### src/rtl/ttt_auto_player_pkg.sv
// Shared definitions for the tic-tac-toe auto player: cell codes, cell indices,
// the winning-line table, the fallback move order and FSM state codes.
package ttt_auto_player_pkg;

  localparam logic [1:0] CELL_EMPTY = 2'b00;
  localparam logic [1:0] CELL_P1    = 2'b01;
  localparam logic [1:0] CELL_P2    = 2'b10;

  localparam logic [3:0] IDX_A    = 4'd0;
  localparam logic [3:0] IDX_B    = 4'd1;
  localparam logic [3:0] IDX_C    = 4'd2;
  localparam logic [3:0] IDX_D    = 4'd3;
  localparam logic [3:0] IDX_E    = 4'd4;
  localparam logic [3:0] IDX_F    = 4'd5;
  localparam logic [3:0] IDX_G    = 4'd6;
  localparam logic [3:0] IDX_H    = 4'd7;
  localparam logic [3:0] IDX_I    = 4'd8;
  localparam logic [3:0] IDX_NONE = 4'hF;

  // Each entry packs three cell indices {first, second, third}; order is the scan priority.
  localparam logic [11:0] LINES [8] = '{
    {IDX_A, IDX_B, IDX_C}, {IDX_D, IDX_E, IDX_F}, {IDX_G, IDX_H, IDX_I},
    {IDX_A, IDX_D, IDX_G}, {IDX_B, IDX_E, IDX_H}, {IDX_C, IDX_F, IDX_I},
    {IDX_A, IDX_E, IDX_I}, {IDX_C, IDX_E, IDX_G}
  };

  // Centre, then corners, then sides.
  localparam logic [3:0] FALLBACK [9] = '{
    IDX_E, IDX_A, IDX_C, IDX_G, IDX_I, IDX_B, IDX_D, IDX_F, IDX_H
  };

  typedef enum logic [2:0] {
    ST_IDLE,
    ST_SETTLE,
    ST_DECIDE,
    ST_PRESS,
    ST_RELEASE
  } state_t;

  // Cell a occupies the top two bits of the board vector.
  function automatic logic [1:0] cell_at(input logic [17:0] b, input int idx);
    return b[17-2*idx -: 2];
  endfunction

  // Button vector has cell a on bit 8.
  function automatic logic [8:0] cell_onehot(input logic [3:0] idx);
    logic [8:0] r;
    r = '0;
    for (int k = 0; k < 9; k++) begin
      r[8-k] = (idx == 4'(k));
    end
    return r;
  endfunction

endpackage

### src/rtl/ttt_move_picker.sv
// Combinational move selection: win, then block, then centre, corners, sides.
// Only empty cells are ever returned; valid = 0 when the board is full.
module ttt_move_picker
  import ttt_auto_player_pkg::*;
(
  input  logic [17:0] board,
  output logic        valid,
  output logic [3:0]  idx
);

  logic [7:0] p2_two;
  logic [7:0] p1_two;
  logic [3:0] line_hole [8];

  genvar gi;
  generate
    for (gi = 0; gi < 8; gi++) begin : g_line
      localparam logic [3:0] C0 = LINES[gi][11:8];
      localparam logic [3:0] C1 = LINES[gi][7:4];
      localparam logic [3:0] C2 = LINES[gi][3:0];
      logic [1:0] v0, v1, v2;
      logic [1:0] n_empty, n_p1, n_p2;
      assign v0 = cell_at(board, int'(C0));
      assign v1 = cell_at(board, int'(C1));
      assign v2 = cell_at(board, int'(C2));
      assign n_empty = 2'(v0 == CELL_EMPTY) + 2'(v1 == CELL_EMPTY) + 2'(v2 == CELL_EMPTY);
      assign n_p1    = 2'(v0 == CELL_P1) + 2'(v1 == CELL_P1) + 2'(v2 == CELL_P1);
      assign n_p2    = 2'(v0 == CELL_P2) + 2'(v1 == CELL_P2) + 2'(v2 == CELL_P2);
      assign p2_two[gi] = (n_empty == 2'd1) && (n_p2 == 2'd2);
      assign p1_two[gi] = (n_empty == 2'd1) && (n_p1 == 2'd2);
      assign line_hole[gi] = (v0 == CELL_EMPTY) ? C0 : ((v1 == CELL_EMPTY) ? C1 : C2);
    end
  endgenerate

  always_comb begin
    valid = 1'b0;
    idx   = IDX_NONE;
    for (int l = 0; l < 8; l++) begin
      if (!valid && p2_two[l]) begin
        valid = 1'b1;
        idx   = line_hole[l];
      end
    end
    for (int l = 0; l < 8; l++) begin
      if (!valid && p1_two[l]) begin
        valid = 1'b1;
        idx   = line_hole[l];
      end
    end
    for (int k = 0; k < 9; k++) begin
      if (!valid && (cell_at(board, int'(FALLBACK[k])) == CELL_EMPTY)) begin
        valid = 1'b1;
        idx   = FALLBACK[k];
      end
    end
  end

endmodule

### src/rtl/ttt_auto_player.sv
// Automatic second player: waits for its turn, lets the LEDs settle, picks a move
// and drives the chosen cell button as a registered pulse of fixed length.
module ttt_auto_player
  import ttt_auto_player_pkg::*;
#(
  parameter int SETTLE_CYCLES  = 2,
  parameter int PRESS_CYCLES   = 4,
  parameter int TIMEOUT_CYCLES = 64
) (
  input  logic        clk,
  input  logic        reset,
  input  logic        enable,
  input  logic        my_turn,
  input  logic        p1_win,
  input  logic        p2_win,
  input  logic        grid_full,
  input  logic [17:0] board,
  output logic [8:0]  press,
  output logic        busy,
  output logic [3:0]  move_idx,
  output logic        move_err
);

  localparam int CNT_W = 16;

  state_t           state_reg, state_next;
  logic [CNT_W-1:0] cnt_reg, cnt_next;
  logic [8:0]       press_reg, press_next;
  logic [3:0]       move_idx_reg, move_idx_next;
  logic             move_err_reg, move_err_next;
  logic             armed_reg, armed_next;

  logic       game_over;
  logic       pick_valid;
  logic [3:0] pick_idx;

  ttt_move_picker u_picker (
    .board (board),
    .valid (pick_valid),
    .idx   (pick_idx)
  );

  assign game_over = p1_win | p2_win | grid_full;

  always_ff @(posedge clk or posedge reset) begin
    if (reset) begin
      state_reg    <= ST_IDLE;
      cnt_reg      <= '0;
      press_reg    <= '0;
      move_idx_reg <= IDX_NONE;
      move_err_reg <= 1'b0;
      armed_reg    <= 1'b1;
    end else begin
      state_reg    <= state_next;
      cnt_reg      <= cnt_next;
      press_reg    <= press_next;
      move_idx_reg <= move_idx_next;
      move_err_reg <= move_err_next;
      armed_reg    <= armed_next;
    end
  end

  always_comb begin
    state_next    = state_reg;
    cnt_next      = cnt_reg;
    press_next    = press_reg;
    move_idx_next = move_idx_reg;
    move_err_next = move_err_reg;
    // A new turn is accepted only after my_turn has been seen low once.
    armed_next    = armed_reg | ~my_turn;

    if ((state_reg != ST_IDLE) && (!enable || game_over)) begin
      state_next = ST_IDLE;
      press_next = '0;
      cnt_next   = '0;
    end else begin
      case (state_reg)
        ST_IDLE: begin
          if (enable && my_turn && !game_over && armed_reg) begin
            state_next = ST_SETTLE;
            cnt_next   = CNT_W'(SETTLE_CYCLES - 1);
            armed_next = 1'b0;
          end
        end
        ST_SETTLE: begin
          if (cnt_reg == '0) begin
            state_next = ST_DECIDE;
          end else begin
            cnt_next = cnt_reg - 1'b1;
          end
        end
        ST_DECIDE: begin
          if (pick_valid) begin
            move_idx_next = pick_idx;
            press_next    = cell_onehot(pick_idx);
            cnt_next      = CNT_W'(PRESS_CYCLES - 1);
            state_next    = ST_PRESS;
          end else begin
            press_next = '0;
            state_next = ST_IDLE;
          end
        end
        ST_PRESS: begin
          if (cnt_reg == '0) begin
            press_next = '0;
            cnt_next   = CNT_W'(TIMEOUT_CYCLES - 1);
            state_next = ST_RELEASE;
          end else begin
            cnt_next = cnt_reg - 1'b1;
          end
        end
        ST_RELEASE: begin
          if (!my_turn) begin
            cnt_next   = '0;
            state_next = ST_IDLE;
          end else if (cnt_reg == '0) begin
            move_err_next = 1'b1;
            state_next    = ST_IDLE;
          end else begin
            cnt_next = cnt_reg - 1'b1;
          end
        end
        default: begin
          press_next = '0;
          cnt_next   = '0;
          state_next = ST_IDLE;
        end
      endcase
    end
  end

  assign press    = press_reg;
  assign busy     = (state_reg != ST_IDLE);
  assign move_idx = move_idx_reg;
  assign move_err = move_err_reg;

endmodule

### config.mk
export PLATFORM = sky130hd
export DESIGN_NAME = ttt_auto_player
export DESIGN_NICKNAME = d
export VERILOG_FILES = /design/src/rtl/ttt_auto_player_pkg.sv /design/src/rtl/ttt_move_picker.sv /design/src/rtl/ttt_auto_player.sv
export SDC_FILE = /design/constraint.sdc
export NUM_CORES = 1
export LEC_CHECK = 0
export ABC_AREA = 1
export BUFFER_PORTS_ARGS = -buffer_cell sky130_fd_sc_hd__buf_2
export CAP_MARGIN = 10
export CORE_ASPECT_RATIO = 0.8
export CORE_MARGIN = 5
export CORE_UTILIZATION = 55
export DETAILED_ROUTE_END_ITERATION = 16
export HOLD_SLACK_MARGIN = 0.05
export PLACE_DENSITY_LB_ADDON = 0.15
export SKIP_CTS_REPAIR_TIMING = 1
export SKIP_LAST_GASP = 1
export SYNTH_ARGS = -nofsm -noshare
export SYNTH_HDL_FRONTEND = slang
export SYNTH_SLANG_ARGS = --single-unit
### constraint.sdc
create_clock -name clk -period 1.6 [get_ports clk]
set_input_delay 0.24 -clock clk [delete_from_list [all_inputs] [get_ports clk]]
set_output_delay 0.24 -clock clk [all_outputs]
set_load 0.02 [all_outputs]
After elaboration in Yosys (flattened, before gate mapping)
Index checks and enable logic that the tools add are counted.

cells by class
  multiplexer cells = 88
  reductions and logical operators = 90
  bitwise operators = 5
  divide/modulo/power cells = 0
  order comparisons = 0
  add/subtract/negate cells = 49
  eq/ne operators = 60
  shifts and indexed selects = 0
  multipliers = 0

operator list
  cell                                                                  count
  4-bit 2-to-1 mux                                                      36
  16-bit 2-to-1 mux                                                     6
  16-bit case mux with 5 select lines                                   1
  2-bit == test, second input constant                                  25
  1-bit by 1-bit adder with 2-bit output                                24
  2-bit by 1-bit adder with 2-bit output                                24
  1-bit logical AND                                                     44
  2-bit by 1-bit == test with 1-bit output, second input constant       17
  1-bit 2-to-1 mux                                                      29
  9-bit 2-to-1 mux                                                      3
  9-bit case mux with 3 select lines                                    1
  1-bit logical NOT                                                     26
  3-bit 2-to-1 mux                                                      7
  2-bit logical NOT                                                     9
  4-bit by 3-bit == test with 1-bit output, second input constant       4
  16-bit logical NOT                                                    1
  16-bit by 1-bit subtractor with 16-bit output, second input constant  1
  3-bit case mux with 5 select lines                                    1
  3-bit inequality test, second input constant                          4
  4-bit by 2-bit == test with 1-bit output, second input constant       2
  2-bit 2-to-1 mux                                                      4
  4-bit AND reduction                                                   2
  3-bit by 2-bit == test with 1-bit output, second input constant       2
  4-bit by 1-bit == test with 1-bit output, second input constant       1
  other kinds (14)                                                      18

storage, ports and cells
  word-level logic and storage cells = 298
  memory bits (writable) = 0
  bits of input ports = 25
  output and inout bits = 15
  flip-flop bits (word level) = 34
  latch bits = 0
  memories kept = 0
  ROM bits = 0

Longest topological paths before layout
  word-level depth = 82
  depth in mapped cells = 29

Cells and area by module
A second synthesis with hierarchy kept.

second synthesis, totals
  cells, all modules = 603
  area total of the unflattened synthesis = 3931.3 µm²

modules (own cells, without submodules)
  module           times used  area each (µm²)  seq. area each (µm²)  cells each
  ttt_auto_player  1           2100.8           857.1                 282
  ttt_move_picker  1           1830.5           0.0                   321

Worst setup path after synthesis
OpenSTA, ideal clock, no wires.

  path type = input-to-reg
  start = input port board[1]
  end = register cnt_reg[10]
  setup time = 0.068 ns
  data arrival time = 3.223 ns
  cell stages on the path = 20
  buffers on the path = 1
  setup slack = -1.691 ns
  path through = nor2_1 inv_1 fa_1 nor2_1 nand2_1 nand4_4 nor2_4 nand4_2 nor2_2 nand4_2 nor2_4 nand4_4 nor2_4 nand4_4 nor2_4 nand3_4 o21ai_4 buf_6 nand2_1 nand2_1

on the way
  cells in the longest elaborated chain, start to end = 74
  elaborated cells between the ends (all ways) = 97
  classes of those cells = 9 x add/sub; 12 x eq/ne; 23 x mux; 53 x reduce/logical

ends and longest elaborated chain
  item                                                                       RTL line                                                             text
  start: declaration                                                         ttt_auto_player.sv:17                                                input logic [17:0] board,
  2-bit == test or 2-bit logical NOT (tied branches)                         ttt_move_picker.sv:28, ttt_move_picker.sv:26, ttt_move_picker.sv:51
  2-bit by 1-bit adder with 2-bit output, on equally long branches           ttt_move_picker.sv:28, ttt_move_picker.sv:26
  2-bit == test or 2-bit by 1-bit == test with 1-bit output (tied branches)  ttt_move_picker.sv:29, ttt_move_picker.sv:30
  1-bit logical AND                                                          ttt_move_picker.sv:29                                                assign p2_two[gi] = (n_empty == 2'd1) && (n_p2 == 2'd2);
  1-bit logical AND                                                          ttt_move_picker.sv:39                                                if (!valid && p2_two[l]) begin
  1-bit 2-to-1 mux                                                           ttt_move_picker.sv:39
  1-bit logical NOT                                                          ttt_move_picker.sv:39
  1-bit logical AND                                                          ttt_move_picker.sv:39
  [... 58 more ...]                                                          -
  1-bit logical NOT                                                          ttt_move_picker.sv:51                                                if (!valid && (cell_at(board, int'(FALLBACK[k])) == CELL_EMPTY)) begin
  1-bit logical AND                                                          ttt_move_picker.sv:51
  1-bit 2-to-1 mux *                                                         ttt_move_picker.sv:51
  1-bit logical NOT                                                          ttt_move_picker.sv:51
  1-bit logical AND                                                          ttt_move_picker.sv:51
  1-bit 2-to-1 mux *                                                         ttt_move_picker.sv:51
  3-bit inequality test (no line) *                                          -
  2-bit AND reduction (no line) *                                            -
  end signal: assignment                                                     ttt_auto_player.sv:55                                                cnt_reg <= cnt_next;
  end: declaration                                                           ttt_auto_player.sv:27                                                logic [CNT_W-1:0] cnt_reg, cnt_next;

Mark *: on every way between the ends. The rest lies on a longest branch, timed or not.
A chain may end at the register's enable or synchronous reset.

Final worst setup path
  start = input port board[1]
  end = register cnt_reg[0]

The elaborated chain is that of the path after synthesis.

==> run_results.csv <==
group,metric,value,unit
synthesis,synth.most_common_cell,"nand2_1",
synthesis,ys_ff_latch,34,
grt,grt_util_met1,0.436,
grt,grt_max_degree,35,
sta,finalSetupViolations,32,
synthesis,synth.top_cells.by_count,"nand2_1, inv_1, nor2_1",
synthesis,yosysTopAreaCellShare,0.190,
power,p_leak,3.22,nW
worst_setup_path,end_kind,"register",
cts,cts_tree,"done",
grt,first_global_vias,4513,
routing,drtIter0Drc,714,
routing,wl_per_cell,18.2,microns
routing,avgViaCountPerCell,5.93,
sta,rsz0062_at_grt,"true",
sta,timing.clock.skew,13.4,ps
synthesis,syn-num-nets,645,
worst_setup_path,start_kind,"input port",
worst_setup_path,worstPathMaxFanout,4,
sta,slew_headroom,0.686,
synthesis,ys.warnings.count,0,
floorplan,dieArea,8730,sq um
place,gp_congestion,0.980,
synthesis,synth_top_area_cell,"dfrtp_1",
synthesis,syn-cell-area,3820,sq um
cells_and_area,area_growth,57.3,%
cts,root_buffer,"clkbuf_8",
min_path,hp-class,"in2async",
cells_and_area,drive_above_1_share,0.419,
synthesis,avgSynthCellArea,6.45,sq um
floorplan,row_count,27,
floorplan,initial_core_util,0.561,
sta,fin_ws,-1720,ps
cts,cts.path.max_buffers,2,
grt,grt_most_used_layer,"met2",
grt,gr-usage-all-layers,0.296,
place,pre_cts_slack,-1880,ps
grt,grtUsageMet3,0.0631,
cts,cts_max_level,2,
place,io_buffers,39,
worst_setup_path,critical_path_class,"in2reg",
flow_run,cap_violations,0,
worst_setup_path,crit_required,1790,ps
cells_and_area,fin_util,0.882,
synthesis,synthCells,593,
synthesis,synth.distinct_cells,34,
worst_setup_path,r2r_cells,11,
floorplan,io_pins,40,
routing,via_count,5266,
synthesis,synth_edf_count,0,
sta,period_minus_slack,3320,ps
routing,first_pass_iters,7,
sta,timing.fmax,301,MHz
cts,clk_pin_slew,80,ps
cells_and_area,nets,852,
sta,hold_violations,0,
floorplan,core,6820,sq um
power,irDropWorstVdd,1000,uV
place,dp_hpwl,10100,microns
floorplan,die_x,103,microns
sta,slew_viol_final,0,
sta,worst_slew_pin_slew,465,ps
grt,use_met2,0.452,
routing,remaining_drc_errors,0,
grt,grt.overflow.total,0,
synthesis,seq_area_frac_synth,0.224,
cells_and_area,antenna_cells,0,
grt,antenna_found_initial,0,
outcome,violations,"setup timing",
cells_and_area,largest_register_ffs,16,
grt,grt_pass1_wl,20700,microns
power,powerDensity,1220,nW/um^2
sta,period_share,2.07,
worst_setup_path,arrival,3510,ps
place,place_area,5280,sq um
routing,drtAntennaViolNets,0,
cts,clk-insertion-delay-late,300,ps
synthesis,postSynth.asyncResetShare,1.00,
synthesis,synthTopCellsByArea,"dfrtp_1, nand2_1, inv_1, nor2_1, fa_1",
cells_and_area,stdcell_area,6020,sq um
floorplan,die_y,84.6,microns
routing,wirelength,16200,microns
cts,clock_sinks,34,
cts,cts_buffers,5,
synthesis,synthFlopType,"dfrtp_1",
outcome,status,"finished, violations left",
[per-layer routing]
| metal | wire [microns] | vias to the layer above |
|---|---|---|
| met5 | 0 | - |
| met4 | 1040 | 0 |
| met3 | 1920 | 145 |
| met2 | 7230 | 464 |
| met1 | 5990 | 2373 |
| li1 | - | 2284 |
[path summary, 6_finish.rpt]
check                      slack (ps)         end   startpoint
max                             -1720  cnt_reg[0]     board[1]
max reg2reg                      -650  cnt_reg[7]  cnt_reg[13]
max in group asynchronous        1210   armed_reg        reset
min reg2reg                       480    press[1]     press[1]
min in group clk                  140   armed_reg      my_turn
min                                20    press[5]        reset
[worst max-delay path, cell delays in order]
cell,delay [ps]
buf_2,110
inv_1,70
nor2_2,150
inv_1,120
fa_1,480
inv_1,80
nor2_1,50
nand2_1,160
nand4_4,150
nor2_4,140
nand4_2,110
nor2_2,140
nand4_2,110
nor2_4,170
nand4_4,130
nor2_4,170
nand4_4,140
nor2_4,150
nand3_4,120
o21ai_4,200
buf_4,160
inv_1,40
nand2_1,50
nand2_1,50
[power breakdown]
group / internal, mW / leakage [nW] / switching, mW
logic: 2.15 / 2.70 / 2.90
registers: 1.10 / 0.446 / 0.197
clock network: 0.665 / 0.0714 / 0.358
total: 3.92 / 3.22 / 3.45
[layout by cell type (no fill, tap or decap), types with 3 or more instances in the layout]
master and count:
inv_4 4, nand4_1 6, buf_4 151, buf_6 12, nor2_4 24, nand3_1 24
nor2_1 66, nand3_4 7, dfrtp_1 29, dfstp_2 5, nand2_1 129, buf_2 35
nor4_1 7, nor2_2 21, nor4_2 4, buf_12 3, ha_1 7, o21ai_1 3
nand3b_1 3, o211ai_1 3, nand2_2 11, xor2_1 4, o21ai_2 6, o21ai_0 26
clkbuf_8 6, nor3_1 15, inv_1 98, nand2_4 6, xnor2_1 4, fa_1 19
a21oi_1 13, nand4_4 3, o311ai_0 3, nand3_2 6, inv_2 15
[area by class of cell]
| type | count | area [sq um] |
|---|---|---|
| Clock buffer | 6 | 82.6 |
| Clock inverter | 2 | 60.1 |
| Fill cell | 334 | 807 |
| Inverter | 117 | 449 |
| Multi-Input combinational cell | 439 | 2930 |
| Sequential cell | 34 | 857 |
| Tap cell | 87 | 109 |
| Timing Repair Buffer | 203 | 1530 |
[cells by family after synthesis]
logic type	share of synthesized area
and+or+nand+nor	0.412
buffers and inverters	0.123
AOI/OAI and AO/OA	0.0978
DFF	0.224
adders and majority gates	0.126
xor gates and xnor gates	0.0183
[stage by stage]
stage                     hold WS (ps)  std cells  setup TNS (ps)  power, mW
after global routing              77.3        888          -54390       7.77
after floorplan                    283        593          -41990       3.47
after detailed placement           360        863          -54820       5.23
after global placement             353        863          -51370       5.11
final                             24.5        888          -51410       7.37
after CTS                         46.1        871          -46170       6.29
Note: power is estimated with default switching activity, not from simulation.
